==> config.mk <==
export PLATFORM = sky130hd
export DESIGN_NAME = serial_adder_ctrl
export DESIGN_NICKNAME = d
export VERILOG_FILES = /design/src/rtl/serial_adder_ctrl.sv
export SDC_FILE = /design/constraint.sdc
export NUM_CORES = 1
export LEC_CHECK = 0
export CAP_MARGIN = 15
export CELL_PAD_IN_SITES_DETAIL_PLACEMENT = 0
export CELL_PAD_IN_SITES_GLOBAL_PLACEMENT = 1
export CORE_UTILIZATION = 39
export DETAILED_ROUTE_END_ITERATION = 10
export PLACE_DENSITY = 0.77
export SETUP_SLACK_MARGIN = 0.02
export SLEW_MARGIN = 40
export SYNTH_ARGS = -nofsm -noshare
export SYNTH_HDL_FRONTEND = slang
export SYNTH_SLANG_ARGS = --single-unit
==> constraint.sdc <==
create_clock -name clock -period 1.85 [get_ports clock]
set_input_delay 0.37 -clock clock [delete_from_list [all_inputs] [get_ports clock]]
set_output_delay 0.37 -clock clock [all_outputs]
set_load 0.02 [all_outputs]
==> src/rtl/serial_adder_ctrl.sv <==
// Bit-serial adder controller: one shared full-adder cell (two half adders plus an OR)
// processes one operand bit per clock, LSB first, under a start/busy/done handshake.
module serial_adder_ctrl #(
   parameter int WIDTH = 8
) (
   input  logic             clock,
   input  logic             reset,
   input  logic             start,
   input  logic [WIDTH-1:0] a_in,
   input  logic [WIDTH-1:0] b_in,
   output logic             busy,
   output logic             done,
   output logic [WIDTH-1:0] sum_out,
   output logic             carry_out
);

   localparam int CNT_W = $clog2(WIDTH);

   typedef enum logic [1:0] {
      IDLE = 2'd0,
      ADD  = 2'd1,
      DONE = 2'd2
   } state_t;

   state_t           state;
   state_t           state_nxt;
   logic [WIDTH-1:0] a_sh;
   logic [WIDTH-1:0] b_sh;
   logic             c;
   logic [CNT_W-1:0] cnt;
   logic             last_bit;
   logic             ha1_s;
   logic             ha1_c;
   logic             ha2_c;
   logic             fa_s;
   logic             fa_c;

   always_comb begin
      ha1_s = a_sh[0] ^ b_sh[0];
      ha1_c = a_sh[0] & b_sh[0];
      fa_s  = ha1_s ^ c;
      ha2_c = ha1_s & c;
      fa_c  = ha1_c | ha2_c;
   end

   assign last_bit = (cnt == CNT_W'(WIDTH - 1));

   always_comb begin
      state_nxt = state;
      case (state)
         IDLE:    if (start) state_nxt = ADD;
         ADD:     if (last_bit) state_nxt = DONE;
         DONE:    state_nxt = IDLE;
         default: state_nxt = IDLE;
      endcase
   end

   // busy/done are decoded from the next state so they come straight off flops
   always_ff @(posedge clock or posedge reset) begin
      if (reset) begin
         state <= IDLE;
         busy  <= 1'b0;
         done  <= 1'b0;
      end else begin
         state <= state_nxt;
         busy  <= (state_nxt == ADD);
         done  <= (state_nxt == DONE);
      end
   end

   // Operand A's register doubles as the sum shift register: each sum bit enters
   // at the MSB as the consumed operand bit leaves at the LSB.
   always_ff @(posedge clock or posedge reset) begin
      if (reset) begin
         a_sh      <= '0;
         b_sh      <= '0;
         c         <= 1'b0;
         cnt       <= '0;
         sum_out   <= '0;
         carry_out <= 1'b0;
      end else begin
         case (state)
            IDLE: begin
               if (start) begin
                  a_sh <= a_in;
                  b_sh <= b_in;
                  c    <= 1'b0;
                  cnt  <= '0;
               end
            end
            ADD: begin
               a_sh <= {fa_s, a_sh[WIDTH-1:1]};
               b_sh <= {1'b0, b_sh[WIDTH-1:1]};
               c    <= fa_c;
               cnt  <= cnt + CNT_W'(1);
               if (last_bit) begin
                  sum_out   <= {fa_s, a_sh[WIDTH-1:1]};
                  carry_out <= fa_c;
               end
            end
            default: ;
         endcase
      end
   end

endmodule

After elaboration in Yosys (flattened, before gate mapping):

Index checks and enable logic that the tools add are counted.

* latch bits: 0
* RAM bits: 0
* register bits: 33
* word-level logic and storage cells: 35
* memories kept: 0
* output and inout port bits: 11
* bits in read-only memories: 0
* input port bits: 19

* shift operators: 0
* divide/modulo/power cells: 0
* order comparisons: 0
* muxes and demuxes: 11
* multipliers: 0
* reductions and logical operators: 4
* add/subtract/negate cells: 1
* bitwise gates (word level): 5
* equality and inequality tests: 5

Operator list (number)
* 8-bit case mux with 2 select lines: 2
* 8-bit 2-to-1 mux: 2
* 3-bit case mux with 2 select lines: 1
* 2-bit by 1-bit equality test with 1-bit output, second input constant: 2
* 2-bit 2-to-1 mux: 2
* 2-bit case mux with 2 select lines: 1
* 2-bit AND reduction: 2
* 3-bit by 1-bit adder with 3-bit output, second input constant: 1
* 3-bit equality test, second input constant: 1
* 3-bit 2-to-1 mux: 1
* 1-bit AND: 2
* 2-bit equality test, second input constant: 1
* 2-bit logical NOT: 1
* 2-bit != test, second input constant: 1
* 1-bit case mux with 2 select lines: 1
* 2-bit nonzero test: 1
* 1-bit bitwise XOR: 2
* 1-bit 2-to-1 mux: 1
* 1-bit bitwise OR: 1

Depth between registers and ports, before layout:

* depth in word-level cells: 4
* mapped depth: 5
* depth with buffers taken out: 5

Least setup slack after synthesis:

No wires, ideal clock.

* kind: register to register
* start: register state[1]
* end: register carry_out
* setup time: 0.125 ns
* clock period less this slack: 1.329 ns
* required time: 1.725 ns
* stages on the path, launching flop included: 6
* slack: 0.521 ns
* buffers on the path: 1
* arrival: 1.204 ns
* path through: dfrtp_1 -> buf_2 -> nor2b_4 -> nand2_4 -> inv_1 -> mux2_2

* word-level cells in the longest chain between the ends: 2

Ends and longest elaborated chain
* from (decl): line 25 `state_t state;`
* from (signal assigned): line 65 `state <= state_nxt;`
* 2-bit by 1-bit equality test with 1-bit output: line 82 `case (state)`
* 2-bit AND reduction (no source line)
* to (signal assigned): line 80 `carry_out <= 1'b0;`
* to (signal assigned): line 98 `carry_out <= fa_c;`
* to (decl): line 14 `output logic carry_out`

Every way passes these cells.
A chain may end at the register's enable or synchronous reset.

Worst setup path in the final report:

* start: register sum_out[4]
* end: output sum_out[4]

RTL lines
* from (decl): line 13 `output logic [WIDTH-1:0] sum_out,`
* from (signal assigned): line 97 `sum_out <= {fa_s, a_sh[WIDTH-1:1]};`

No word-level cell between the ends.

==> results.tsv <==
stage	metric	value	unit
finish	final_area	1910	sq um
power	p_leak	0.820	nW
power	p_int	0.00204	W
setup_path	crit_required	1.48	ns
timing	min_period_over_period	0.870	
yosys	postSynthAreaPerCell	11.5	sq um
place	gp_congestion	0.689	
clocking	clockBufferDepth	2	
clocking	cts_resized	0	
setup_path	critPathKind	flop to primary output	
clocking	post_cts_buffers	0	
floorplan	num_rows	22	
grt	grt_pass1_wl	5160	um
power	ir_drop	0.735	mV
setup_path	worstSetupStartpointType	flop	
grt	grt_pass1_vias	1104	
clocking	h-tree-depth	2	
drt	avgViaCountPerCell	5.13	
place	dp.cells	202	
clocking	clk_latency	0.28	ns
drt	wl_per_cell	13.7	um
finish	synthToLayoutAreaGrowth	28.9	%
drt	dr.pass1.iters	5	
timing	setup_tns	0	ns
clocking	root_buffer	clkbuf_8	
setup_path	reg2reg_depth	4	
finish	drive_gt1_frac	0.154	
drt	postRouteAntennaNets	0	
timing	tightest_slew	0.448	ns
grt	grt.total_usage	0.170	
drt	drt_iter0_drc	45	
clocking	numCtsBuffers	5	
timing	period_needed	1.61	ns
finish	layout_common_cells	33 x dfrtp_1, 29 x clkdlybuf4s50_1, 14 x nor3_1, 14 x nor3b_1, 10 x mux2_2	
timing	setup_violations	0	
finish	final_common_cell	dfrtp_1	
drt	num_vias	1077	
clocking	cts.clk_slew.worst_paths	0.07	ns
drt	drc_errors	0	
place	numPortBuffers	29	
run	cap_viol_max_count	0	
yosys	ys_types	25	
floorplan	die_y	63.7	um
grt	grt_start_max_net_pins	34	
setup_path	critPathBufInv	1	
drt	routed_wirelength	2870	um
setup_path	max_stage_delay	0.61	ns
clocking	ctsHoldBuffers	0	
power	pwr-share-clk	0.163	
setup_path	path_max_fanout	2	
yosys	yosysWarnings	0	
power	p_sw	0.00110	W
min_path	hp-class	input port to asynchronous set/reset pin	
power	swShare	0.351	
setup_path	cp.depth	1	
grt	antenna_found_initial	0	
finish	finalNonFillerCells	210	
setup_path	critPathCaptureType	primary output	
finish	final_nets	183	
setup_path	critPathTopFamily	buffers and inverters	
grt	overflow	0	
floorplan	ios	30	
status	status	completed	
yosys	syn-num-nets	151	
timing	holdWs	0.473	ns
timing	hold_viol_final	0	
yosys	synthCells	129	
floorplan	fp.dieW	63.7	um
timing	max_freq	0.621	GHz
timing	skew	0.00585	ns
setup_path	worst_path_max_delay_cell	clkdlybuf4s50_1	
power	pwr-share-seq	0.414	
place	placed_area	1830	sq um
finish	antennaDiodeCount	0	
clocking	tritoncts	yes	
timing	rsz0062_at_grt	no	
yosys	ys_seq_area_frac	0.556	
floorplan	core_region_area	3660	sq um
clocking	clock_sinks	33	
floorplan	start_util	0.406	
power	combPwrFrac	0.423	
setup_path	crit_arrival	1.24	ns
yosys	synthesis.area	1490	sq um
power	powerDensity	1640	nW/um^2
yosys	ys_seq_elements	33	
finish	nFillCells	332	
timing	relSlewSlack	0.702	
floorplan	die_area	4060	sq um
place	hpwl	2000	um
setup_path	cp_cell_sequence	clkdlybuf4s50_1	
timing	final_max_slew_viol_count	0	
==> path summary, 6_finish.rpt <==
path	start	end	slack, ns
max in group asynchronous	reset	b_sh[5]	1.07
worst max register to register	state[0]	carry_out	0.30
worst min-delay path	reset	done	0.47
worst max-delay path	sum_out[4]	sum_out[4]	0.24
min in group clock	sum_out[5]	sum_out[5]	0.51
worst min register to register	sum_out[5]	sum_out[5]	0.51
==> power by group through the flow <==
stage | Sequential (W) | Clock (W) | Combinational, W
after floorplan | 0.00138 | 0 | 0.000806
after global placement | 0.00130 | 0 | 0.00132
after detailed placement | 0.00131 | 0 | 0.00134
after CTS | 0.00130 | 0.000537 | 0.00135
after global routing | 0.00135 | 0.000579 | 0.00150
final | 0.00130 | 0.000513 | 0.00133
==> synthesized netlist by cell type <==
| cell | instances | area (sq um) |
|---|---|---|
| dfrtp_1 | 33 | 826 |
| nor3_1 | 14 | 70.1 |
| nor3b_1 | 14 | 105 |
| mux2_2 | 10 | 113 |
| nor2_1 | 9 | 33.8 |
| inv_1 | 7 | 26.3 |
| a21oi_1 | 6 | 30.0 |
| clkbuf_1 | 5 | 18.8 |
| o22a_1 | 4 | 35.0 |
| a221oi_1 | 3 | 26.3 |
| a22o_1 | 3 | 26.3 |
| buf_2 | 3 | 15.0 |
| nand2b_1 | 3 | 18.8 |
| nor2b_1 | 3 | 18.8 |
| ha_1 | 2 | 25.0 |
| a221o_1 | 1 | 10.0 |
| a32o_1 | 1 | 10.0 |
| buf_4 | 1 | 7.51 |
| fa_1 | 1 | 20.0 |
| nand2_1 | 1 | 3.75 |
| nand2_4 | 1 | 11.3 |
| nor2b_4 | 1 | 13.8 |
| o21ai_0 | 1 | 5.00 |
| o21ba_2 | 1 | 10.0 |
| or2_1 | 1 | 6.26 |
==> per-stage QoR <==
step | utilization | setup slack [ns] | total power, W
final | 0.523 | 0.240 | 0.00314
after global routing | 0.523 | 0.167 | 0.00342
after CTS | 0.523 | 0.217 | 0.00319
after detailed placement | 0.500 | 0.157 | 0.00265
after global placement | 0.500 | 0.165 | 0.00261
after floorplan | - | 0.521 | 0.00218
==> sequential cells by signal (all words and copies together) (netlist names) <==
name       count
b_sh           8
c              1
state          2
a_sh           8
carry_out      1
sum_out        8
busy           1
cnt            3
done           1
==> per-layer routing <==
metal	wire length [um]	track usage	share of wire
met1	1380	0.222	0.48
met2	1370	0.263	0.48
met3	98	0.0616	0.034
met4	21	0.0511	0.0073
met5	0	0	0
==> cell type report <==
type | instances | area (sq um) | share of cell area
Tap cell | 48 | 60.1 | 0.0314
Clock inverter | 2 | 10.0 | 0.00523
Timing Repair Buffer | 34 | 328 | 0.171
Inverter | 7 | 26.3 | 0.0137
Clock buffer | 6 | 72.6 | 0.0379
Multi-Input combinational cell | 80 | 592 | 0.309
Sequential cell | 33 | 826 | 0.431
==> cells by family after synthesis <==
kind of cell    synth area share
compound gates             0.103
flops                      0.556
fa+ha+maj                 0.0303
buf+inv                   0.0455
mux                       0.0758
simple gates               0.190
Note: power is estimated with default switching activity, not from simulation.
